`src/rtl/apu_sdm_mc_pkg.sv`:
```
// Shared constants and helpers for the multi-channel sigma-delta PWM modulator.
// Optional dither is enabled by defining APU_SDM_MC_DITHER_EN.
package apu_sdm_mc_pkg;

  localparam logic [15:0] LFSR_POLY = 16'hB400;
  localparam logic [15:0] LFSR_SEED = 16'hACE1;
  localparam int          MAX_W     = 64;

  // Two's complement to offset binary is an MSB flip; unsigned input passes through.
  function automatic logic [MAX_W-1:0] to_offset(input logic [MAX_W-1:0] d,
                                                 input int w,
                                                 input bit signed_in);
    logic [MAX_W-1:0] mask;
    mask = '0;
    if (signed_in) mask[w-1] = 1'b1;
    return d ^ mask;
  endfunction

endpackage

```
`src/rtl/apu_sdm_mc_if.sv`:
```
// Sample-frame stream between the APU mixer and the sigma-delta modulator.
interface apu_sdm_mc_if #(
  parameter int N_CH     = 2,
  parameter int W_SAMPLE = 16
);
  logic [N_CH*W_SAMPLE-1:0] s_data;
  logic                     s_valid;
  logic                     s_ready;

  modport master (output s_data, output s_valid, input s_ready);
  modport slave  (input s_data, input s_valid, output s_ready);
endinterface

```
`src/rtl/apu_sdm_mc_ch.sv`:
```
// One modulator channel: held sample, residual-carrying accumulator and PWM comparator.
module apu_sdm_mc_ch
  import apu_sdm_mc_pkg::*;
#(
  parameter int W_SAMPLE  = 16,
  parameter int W_PWM     = 4,
  parameter int SIGNED_IN = 0
) (
  input  logic                        clk,
  input  logic                        rst,
  input  logic                        en,
  input  logic                        wrap,
  input  logic                        use_buf,
  input  logic [W_SAMPLE-1:0]         buf_sample,
  input  logic [W_SAMPLE-W_PWM-1:0]   dither,
  input  logic [W_PWM-1:0]            pwm_ctr,
  output logic                        q
);
  localparam int R = W_SAMPLE - W_PWM;

  logic [W_SAMPLE-1:0] hold_reg;
  logic [W_SAMPLE:0]   accum_reg;
  logic [W_SAMPLE:0]   accum_next;
  logic [W_SAMPLE-1:0] raw;
  logic [W_SAMPLE-1:0] sample;
  logic [W_PWM:0]      level;

  assign raw    = use_buf ? buf_sample : hold_reg;
  assign sample = W_SAMPLE'(to_offset(MAX_W'(raw), W_SAMPLE, SIGNED_IN != 0));

  // Only the residual below the PWM step is carried into the next frame.
  assign accum_next = (W_SAMPLE+1)'(accum_reg[R-1:0])
                    + (W_SAMPLE+1)'(dither)
                    + (W_SAMPLE+1)'(sample);
  assign level = accum_reg[W_SAMPLE:R];

  always_ff @(posedge clk or posedge rst) begin
    if (rst) begin
      hold_reg  <= '0;
      accum_reg <= '0;
      q         <= 1'b0;
    end else begin
      if (wrap && use_buf) hold_reg <= buf_sample;
      if (!en) begin
        accum_reg <= '0;
        q         <= 1'b0;
      end else begin
        if (wrap) accum_reg <= accum_next;
        q <= (level > {1'b0, pwm_ctr});
      end
    end
  end

endmodule

```
`src/rtl/apu_sdm_mc.sv`:
```
// Multi-channel sigma-delta PWM audio modulator with a one-deep frame buffer.
// Define APU_SDM_MC_DITHER_EN to add per-channel LFSR dither.
module apu_sdm_mc
  import apu_sdm_mc_pkg::*;
#(
  parameter int N_CH      = 2,
  parameter int W_SAMPLE  = 16,
  parameter int W_PWM     = 4,
  parameter int SIGNED_IN = 0
) (
  input  logic            clk,
  input  logic            rst,
  input  logic            en,
  apu_sdm_mc_if.slave     stream,
  output logic            frame,
  output logic [N_CH-1:0] q
);
  localparam int R = W_SAMPLE - W_PWM;

  logic [W_PWM-1:0]         ctr_reg;
  logic                     full_reg;
  logic [N_CH*W_SAMPLE-1:0] pend_reg;
  logic                     wrap;
  logic                     accept;
  logic [R-1:0]             dither [N_CH];

  assign wrap           = en && (&ctr_reg);
  assign frame          = wrap;
  assign stream.s_ready = !full_reg || wrap;
  assign accept         = stream.s_valid && stream.s_ready;

  // An acceptance in the wrap cycle refills the buffer for the following frame.
  always_ff @(posedge clk or posedge rst) begin
    if (rst) begin
      ctr_reg  <= '0;
      full_reg <= 1'b0;
      pend_reg <= '0;
    end else begin
      ctr_reg <= en ? ctr_reg + 1'b1 : '0;
      if (accept) begin
        full_reg <= 1'b1;
        pend_reg <= stream.s_data;
      end else if (wrap) begin
        full_reg <= 1'b0;
      end
    end
  end

`ifdef APU_SDM_MC_DITHER_EN
  logic [15:0]   lfsr_reg;
  logic [R+15:0] lfsr_ext;
  logic [R-1:0]  dither_base;

  always_ff @(posedge clk or posedge rst) begin
    if (rst) begin
      lfsr_reg <= LFSR_SEED;
    end else if (wrap) begin
      lfsr_reg <= (lfsr_reg >> 1) ^ (lfsr_reg[0] ? LFSR_POLY : 16'h0000);
    end
  end

  assign lfsr_ext    = (R+16)'(lfsr_reg);
  assign dither_base = lfsr_ext[R-1:0] >> 1;
`endif

  for (genvar gi = 0; gi < N_CH; gi++) begin : g_dither
`ifdef APU_SDM_MC_DITHER_EN
    localparam int K = gi % R;
    // Rotating per channel decorrelates the dither between channels.
    assign dither[gi] = R'((dither_base << K) | (dither_base >> (R - K)));
`else
    assign dither[gi] = '0;
`endif
  end

  for (genvar gi = 0; gi < N_CH; gi++) begin : g_ch
    apu_sdm_mc_ch #(
      .W_SAMPLE  (W_SAMPLE),
      .W_PWM     (W_PWM),
      .SIGNED_IN (SIGNED_IN)
    ) u_ch (
      .clk        (clk),
      .rst        (rst),
      .en         (en),
      .wrap       (wrap),
      .use_buf    (full_reg),
      .buf_sample (pend_reg[gi*W_SAMPLE +: W_SAMPLE]),
      .dither     (dither[gi]),
      .pwm_ctr    (ctr_reg),
      .q          (q[gi])
    );
  end

endmodule

```
`src/flat_wrapper.sv`:
```
// flat-port wrapper written by rule: the top's interface ports become plain ports
module apu_sdm_mc_flat import apu_sdm_mc_pkg::*;
#(
  parameter int N_CH      = 2,
  parameter int W_SAMPLE  = 16,
  parameter int W_PWM     = 4,
  parameter int SIGNED_IN = 0
)
  (clk, rst, en, frame, q, stream_s_data, stream_s_valid, stream_s_ready);
  apu_sdm_mc_if #(.N_CH(N_CH), .W_SAMPLE(W_SAMPLE)) stream_i ();
  input  logic clk;
  input  logic rst;
  input  logic en;
  output logic frame;
  output logic [N_CH-1:0] q;
  input wire logic [$bits(stream_i.s_data)-1:0] stream_s_data;
  input wire logic [$bits(stream_i.s_valid)-1:0] stream_s_valid;
  output wire logic [$bits(stream_i.s_ready)-1:0] stream_s_ready;
  assign stream_i.s_data = stream_s_data;
  assign stream_i.s_valid = stream_s_valid;
  assign stream_s_ready = stream_i.s_ready;
  apu_sdm_mc #(.N_CH(N_CH), .W_SAMPLE(W_SAMPLE), .W_PWM(W_PWM), .SIGNED_IN(SIGNED_IN)) u_core (.clk(clk), .rst(rst), .en(en), .stream(stream_i), .frame(frame), .q(q));
endmodule
```
`config.mk`:
```
export PLATFORM = sky130hd
export DESIGN_NAME = apu_sdm_mc_flat
export DESIGN_NICKNAME = d
export VERILOG_FILES = /design/src/rtl/apu_sdm_mc_pkg.sv /design/src/rtl/apu_sdm_mc_if.sv /design/src/rtl/apu_sdm_mc_ch.sv /design/src/rtl/apu_sdm_mc.sv /design/src/flat_wrapper.sv
export SDC_FILE = /design/constraint.sdc
export NUM_CORES = 1
export LEC_CHECK = 0
export ABC_AREA = 1
export CAP_MARGIN = 20
export CORE_UTILIZATION = 50
export CTS_CLUSTER_SIZE = 12
export DETAILED_ROUTE_END_ITERATION = 16
export DONT_BUFFER_PORTS = 1
export PLACE_DENSITY = 0.7
export REMOVE_ABC_BUFFERS = 1
export SYNTH_ARGS = -nofsm -noshare
export SYNTH_HDL_FRONTEND = slang
export SYNTH_SLANG_ARGS = --single-unit
```
`constraint.sdc`:
```
create_clock -name clk -period 3.5 [get_ports clk]
set_clock_uncertainty 0.05 [all_clocks]
set_input_delay 0.7 -clock clk [delete_from_list [all_inputs] [get_ports clk]]
set_output_delay 0.7 -clock clk [all_outputs]
set_load 0.03 [all_outputs]
```
==> Word level (Yosys, flattened, before mapping) <==
Cells that the tools add are included.
{ "word_totals": {"reg_bits": 105} }
{ "classes": {"n_addsub": 3, "order_cmp": 2, "n_eq_ne": 1, "n_mux": 11, "reduce_logical": 7} }
{ "ops": {"columns": ["cell", "n"], "rows": [
  ["17-bit 2-to-1 mux", 4],
  ["12-bit by 16-bit adder with 17-bit output", 2],
  ["16-bit 2-to-1 mux", 2],
  ["5-bit by 4-bit > comparator with 1-bit output", 2],
  ["4-bit by 1-bit adder with 4-bit output, second input constant", 1],
  ["1-bit 2-to-1 mux", 4],
  ["4-bit 2-to-1 mux", 1],
  ["4-bit AND reduction", 1],
  ["1-bit logical AND", 3],
  ["2-bit by 1-bit inequality test with 1-bit output, second input constant", 1],
  ["2-bit nonzero test", 1],
  ["1-bit zero test", 1],
  ["1-bit logical OR", 1]
]} }

==> Longest topological paths before layout <==
Gate-level depths: netlist of run 1.
{ "logic_depth": {"ltp_word": 5, "mapped_depth": 16} }

==> Modules after synthesis <==
Synthesis of run 1 repeated with hierarchy kept, for this count alone.
{ "unflattened": {"cells_unflattened": 830, "hier_area_um2": 6568.8} }
{ "by_module_without_submodules": {"columns": ["mod", "n_inst", "cells_each", "area_per_inst_um2"], "rows": [
  ["apu_sdm_mc_ch (u_core.g_ch[0].u_ch)", 1, 334, 2533.7],
  ["apu_sdm_mc_ch (u_core.g_ch[1].u_ch)", 1, 335, 2531.2],
  ["apu_sdm_mc", 1, 161, 1503.9]
]} }

==> Worst setup path after synthesis of run 1 <==
No wires, ideal clock.
{ "synth_path": {"path_kind": "flip-flop to flip-flop", "from": "reg u_core.full_reg", "to": "reg u_core.g_ch[1].u_ch.accum_reg[8]", "setup_ps": 83, "arrival_ps": 2260, "required_time_ps": 3367, "path_slack_ps": 1108, "stages_incl_launch_ff": 15, "path_cell_list": "dfrtp_1 -> buf_6 -> buf_4 -> clkbuf_1 -> nand2_1 -> o21ai_0 -> ha_1 -> fa_1 -> nand2_1 -> nand2_1 -> and2_1 -> a21o_1 -> nand2_1 -> nand2_1 -> o21ai_0"} }
{ "synth_via": {"elab_chain_cells": 4} }
{ "synth_lines": {"columns": ["item", "line_no", "source"], "rows": [
  ["start, declared", "apu_sdm_mc.sv:21", "logic full_reg;"],
  ["start signal, assigned", "apu_sdm_mc.sv:36", "full_reg <= 1'b0;"],
  ["start signal, assigned", "apu_sdm_mc.sv:41", "full_reg <= 1'b1;"],
  ["start signal, assigned", "apu_sdm_mc.sv:44", "full_reg <= 1'b0;"],
  ["16-bit 2-to-1 mux", "apu_sdm_mc_ch.sv:28", "assign raw = use_buf ? buf_sample : hold_reg;"],
  ["12-bit by 16-bit adder with 17-bit output", "apu_sdm_mc_ch.sv:34", "+ (W_SAMPLE+1)'(sample);"],
  ["17-bit 2-to-1 mux", "apu_sdm_mc_ch.sv:48", "if (wrap) accum_reg <= accum_next;"],
  ["17-bit 2-to-1 mux", "apu_sdm_mc_ch.sv:44", "if (!en) begin"],
  ["end signal, assigned", "apu_sdm_mc_ch.sv:48", null],
  ["end, declared", "apu_sdm_mc_ch.sv:22", "logic [W_SAMPLE:0] accum_reg;"]
]} }
Every way passes these cells. The select of a mux whose other input is x is not followed.
A chain may end at the register's enable or synchronous reset.

==> Worst setup path after layout of run 1 <==
{ "layout_path": {"from": "reg u_core.ctr_reg[0]", "to": "out frame"} }
{ "layout_via": {"elab_chain_cells": 2} }
{ "layout_lines": {"columns": ["item", "line_no", "source"], "rows": [
  ["start, declared", "apu_sdm_mc.sv:20", "logic [W_PWM-1:0] ctr_reg;"],
  ["start signal, assigned", "apu_sdm_mc.sv:39", "ctr_reg <= en ? ctr_reg + 1'b1 : '0;"],
  ["4-bit AND reduction", "apu_sdm_mc.sv:27", "assign wrap = en && (&ctr_reg);"],
  ["1-bit logical AND", "apu_sdm_mc.sv:27", null],
  ["end, declared", "flat_wrapper.sv:14", "output logic frame;"]
]} }
Every way passes these cells.

==> flow_summary.toml, run 1 <==
[detailed_routing]
drtAntennaViolNets = 0
drt_wl_total_um = 13100
drc = 2
viasPerCell = 5.33
dr.pass1.iters = 11
drt_iter0_drc = 309
post_drt_wl_per_cell_um = 14.0
via_count = 4966

[synthesis]
synth_cells = 793
ys_seq_area_share_pct = 43.9
yosysWarningCount = 0
async_flop_share_pct = 100
synth.area.top_cells = "dfrtp_1, nand2_1, ha_1"
netlist.area_leader.share_pct = 43.9
yosysUniqueCellTypes = 33
syn-mean-instance-area_sq_um = 7.54
ys_ff_latch = 105
yosys_most_used_dff = "dfrtp_1"
synth_top_area_cell = "dfrtp_1"
synth_edf_count = 0
syn_area_sq_mm = 0.00598

[clock_network]
cts_setup_buffers = 0
htree_levels = 3
cts_resized = 0
clock-sinks = 105
cts_made_buffers = 9
cts_hold_buf = 0
insertion_delay_ns = 0.36
cts_tree = "built"
path_clk_slew_ns = 0.07
cts-root-buf = "clkbuf_16"
cts_buffer_depth = 2

[cells_and_area]
layout.nets = 855
area_growth_syn_to_layout_pct = 6.57
final_common_cell = "nand2_1"
drive_above_1_share_pct = 5.32
largest_register_ffs = 34
fillCellCount = 1114
multi_input_area_sq_mm = 0.00285
n_antenna_cell = 0
postLayoutCoreUtil_pct = 55.4
stdcell_area_sq_mm = 0.00637
seq_area_sq_mm = 0.00263
mostFrequentLayoutCells = "nand2_1, dfrtp_1, inv_1"

[setup_path]
critPathMaxFanout = 16
worst-setup-path-type = "reg2out"
r2r_cells = 13
setup.worst_path.start_class = "flop"
crit_chain = "ha_1, nand2_1, nor2_1, inv_2, nor2_8, buf_4"
r2r_slack_ns = 1.00
r2r-start = "u_core.full_reg"
cp_num_buf_inv = 2
slowest_stage = "dfrtp_1"
crit_path_end_kind = "primary output"
cpLargestDelayFamily = "flip-flops"
max_stage_delay_ns = 0.46
worst_ep_arrival_time_ns = 1.90
crit_required_ns = 2.75
r2r-end = "u_core.g_ch[0].u_ch.accum_reg[10]"

[floorplan]
initial_utilization_pct = 51.9
core_sq_mm = 0.0115
die_w_um = 111
dieArea_sq_mm = 0.0124
fp.dieH_um = 111
ios = 40
row_count = 39

[placement]
io_buffers = 0
hpwl_um = 9370
dp_worst_setup_slack_ns = 1.01
gp_congestion = 0.895
place_area_sq_mm = 0.00605

[timing]
fin_crit_sh_pct = 75.6
period_needed_ns = 2.65
timing_worst_slew_pin_value_ns = 0.617
timing_hold_violations_final = 0
slew_viol_final = 0
rsz0062_at_grt = "false"
setup_viol = 0
relSlewSlack_pct = 58.4
max_freq_mhz = 378
timing.final.ws_setup_ns = 0.855

[grt]
grt_pass1_wl_um = 22800
grt_max_degree = 80
grt_pass1_vias = 4976
grt_use_total_pct = 23.1
grt_antenna_before_repair = 0
grt-ovfl-total = 0

[flow_run]
cap_violations = 0

[run_status]
outcome = "finished with violations"
violations = "design-rule violations"

[power_and_ir_drop]
power_leakage_nw = 3.47
powerDensity_mw_per_mm2 = 495
max-vdd-ir-drop_mv = 0.332

[worst_hold_path]
hold_path.class = "in2async"
[layer usage]
metal  share of wire, %  vias up  track usage [%]
met5                  0        -                0
met4                1.7        0             7.75
met3                3.8       20             4.08
met2                 46       92             38.4
met1                 48     2329             30.6
li1                   -     2525                -
[worst reg2reg max path: stages (launching register included)]
cell and delay (ns):
dfrtp_1 0.42, inv_2 0.40, o21ai_0 0.16, ha_1 0.23, fa_1 0.38, nand2_1 0.14, nand2_1 0.07, nand3b_1 0.08
nand2_1 0.10, nand2_1 0.08, nand2_1 0.07, nand2_1 0.07, nand2_1 0.05, o21ai_0 0.14
[through the flow]
step | power [mW] | TNS, ns | std cells | hold WS, ns
5_1_grt | 3.36 | 0 | 932 | 0.0223
3_3_place_gp | 2.14 | 0 | 915 | 0.417
6_report | 3.15 | 0 | 932 | 0.0352
3_5_place_dp | 2.17 | 0 | 915 | 0.425
4_1_cts | 3.18 | 0 | 931 | 0.383
2_1_floorplan | 1.99 | -1.11 | 765 | 0.398
[layout make-up]
class	count	area share, %
multi-input cells	570	44.7
flip-flops and latches	105	41.2
inverters	90	5.38
clock buffers	9	3.53
well taps	143	2.81
repair buffers	8	1.26
clock inverters	7	1.14
[logic make-up after synthesis]
| group | after synthesis | share of synthesized area (%) |
|---|---|---|
| AND/OR/NAND/NOR | 384 | 26.5 |
| AO/OA/AOI/OAI | 149 | 13.2 |
| buffers and inverters | 118 | 8.47 |
| flip-flops | 105 | 43.9 |
| adder cells (fa/ha/maj) | 35 | 7.57 |
| multiplexers | 2 | 0.376 |
[where the power goes]
part / total, mW / switching (mW) / internal (mW)
clock: 0.999 / 0.496 / 0.504
combinational: 0.738 / 0.497 / 0.241
sequential: 1.42 / 0.0775 / 1.34
total: 3.15 / 1.07 / 2.08
[how the worst max path moves through the flow]
| stage | startpoint | to | slack [ns] | cells after the start |
|---|---|---|---|---|
| 6_report | u_core.ctr_reg[0] | frame | 0.85 | 6 |
| 3_5_place_dp | u_core.full_reg | u_core.g_ch[1].u_ch.accum_reg[8] | 1.01 | 11 |
| 2_1_floorplan | rst | u_core.ctr_reg[0] | -0.01 | 1 |
| 4_1_cts | u_core.ctr_reg[0] | frame | 0.85 | 6 |
| 3_3_place_gp | u_core.full_reg | u_core.g_ch[0].u_ch.accum_reg[14] | 1.11 | 12 |
| 5_1_grt | u_core.ctr_reg[0] | frame | 0.73 | 6 |
[synth_stat cells (3+ instances only)]
library cell	number
a21o_1	3
o21ai_1	3
dfrtp_1	105
buf_6	5
buf_4	4
o21ai_0	71
nand2_2	4
nand3_1	51
a21oi_1	62
nand2_1	246
or2_2	3
a22o_1	4
nor2_1	69
inv_1	87
buf_2	7
ha_1	33
clkbuf_1	12
(Power assumes the default switching activity.)
==> run 2, diff against run 1 <==
PLACE_DENSITY = 0.67   (was 0.7)
clock period = 2.5 ns   (was 3.5 ns; I/O delays follow)
==> flow_summary.toml, run 2 (synthesis results as in run 1) <==
[timing]
hold_ws_ns = 0.106
relSlewSlack_pct = 60.5
slew_viol_final = 0
setup_viol = 0
period_needed_ns = 2.32
rsz0062_at_grt = "true"
max_freq_mhz = 431
tns_ns = 0
timing_worst_slew_pin_value_ns = 0.587
timing_hold_violations_final = 0
fin_crit_sh_pct = 92.8

[clock_network]
cts_buffer_depth = 2
cts_hold_buf = 0
cts_tree = "built"
insertion_delay_ns = 0.36
htree_levels = 3
path_clk_slew_ns = 0.07
cts_made_buffers = 9
cts-root-buf = "clkbuf_16"
clock-sinks = 105

[floorplan]
initial_utilization_pct = 51.9
fp.dieH_um = 111
dieArea_sq_mm = 0.0124
row_count = 39
core_sq_mm = 0.0115
die_w_um = 111
ios = 40

[cells_and_area]
drive_above_1_share_pct = 5.19
layout.nets = 856
mostFrequentLayoutCells = "nand2_1, dfrtp_1, inv_1"
stdcell_count = 933
fillCellCount = 1108
n_antenna_cell = 0
final_common_cell = "nand2_1"
largest_register_ffs = 34
stdcell_area_sq_mm = 0.00638
area_growth_syn_to_layout_pct = 6.71

[grt]
met3_usage_pct = 5.55
grt_use_met2_pct = 36.7
grt_pass1_vias = 4596
grtUsageMet1_pct = 29.9
grt_busiest_layer = "met2"
grt-ovfl-total = 0
grt_antenna_before_repair = 0
grt_pass1_wl_um = 22000
grt_max_degree = 106
grt_use_total_pct = 22.4

[setup_path]
crit_required_ns = 1.95
slowest_stage = "dfrtp_1"
cp_num_buf_inv = 2
critPathMaxFanout = 17
cpLargestDelayFamily = "simple AND/OR/NAND/NOR gates"
crit_chain = "ha_1, nand2_1, nor2_1, inv_2, nor2_8, inv_4, nand2_8"
worst-setup-path-type = "reg2out"
crit_path_end_kind = "primary output"
max_stage_delay_ns = 0.42
setup.worst_path.start_class = "flop"
worst_ep_arrival_time_ns = 1.77

[power_and_ir_drop]
max-vdd-ir-drop_mv = 0.444
power_leakage_nw = 3.48
powerDensity_mw_per_mm2 = 693
power.total_mw = 4.42

[detailed_routing]
drtAntennaViolNets = 0
via_count = 4864
dr.pass1.iters = 14
post_drt_wl_per_cell_um = 13.6
drt_iter0_drc = 262
drt_wl_total_um = 12700
viasPerCell = 5.21
drc = 2

[run_status]
outcome = "finished with violations"
violations = "design-rule violations"

[placement]
hpwl_um = 9080
gp_congestion = 0.907
post-place-cells = 917
place_area_sq_mm = 0.00609
io_buffers = 0

[flow_run]
cap_violations = 0

[worst_hold_path]
hold_path.class = "in2async"
run 2: power by group:
part / leakage [nW] / total, mW / internal (mW) / switching (mW)
Sequential: 1.32 / 1.98 / 1.88 / 0.107
Combinational: 2.01 / 1.03 / 0.343 / 0.690
Clock: 0.144 / 1.41 / 0.801 / 0.604
run 2: worst reg2reg max path, delay by kind of cell (launching register included):
| kind | cells | cell delay (ns) |
|---|---|---|
| and+or+nand+nor | 8 | 0.86 |
| AOI/OAI and AO/OA | 1 | 0.10 |
| buffers and inverters | 1 | 0.16 |
| adders and majority gates | 2 | 0.59 |
| DFF | 1 | 0.40 |
run 2: final timing paths:
kind / startpoint / to / slack, ns / depth (start not counted)
hold reg to reg: u_core.g_ch[1].u_ch.hold_reg[12] / u_core.g_ch[1].u_ch.hold_reg[12] / 0.44 / 2
hold / removal: rst / u_core.g_ch[0].u_ch.hold_reg[1] / 0.11 / 2
min in group clk: en / u_core.ctr_reg[1] / 0.20 / 2
max in group asynchronous: rst / u_core.g_ch[0].u_ch.hold_reg[11] / 1.90 / 2
setup / recovery: u_core.ctr_reg[0] / stream_s_ready / 0.18 / 7
setup reg to reg: u_core.full_reg / u_core.g_ch[0].u_ch.accum_reg[14] / 0.24 / 12
run 2: final cells by class:
| type | count | area, sq um | area share [%] |
|---|---|---|---|
| multi-input cells | 570 | 2850 | 44.7 |
| well taps | 143 | 179 | 2.80 |
| flip-flops and latches | 105 | 2630 | 41.2 |
| repair buffers | 9 | 92.6 | 1.45 |
| clock inverters | 3 | 40.0 | 0.627 |
| inverters | 90 | 343 | 5.37 |
| clock buffers | 13 | 250 | 3.92 |
run 2: layer usage:
layer / vias to the layer above / share of wire (%)
li1: 2527 / -
met1: 2235 / 49
met2: 92 / 46
met3: 10 / 4.4
met4: 0 / 1.0
met5: - / 0
run 2: metrics by stage:
stage	setup WS, ns	util, %
global route	-0.00896	55.4
CTS	0.169	55.4
detailed placement	0.262	52.9
floorplan	-0.811	-
global placement	0.333	52.9
finish	0.181	55.4
run 2: repair_timing:
| action | in CTS | in global routing |
|---|---|---|
| resized for setup | 0 | 2 |
| endpoints found under the setup margin | 0 | 2 |
| buffers inserted | 0 | 0 |
| endpoints found under the hold margin | 0 | 0 |
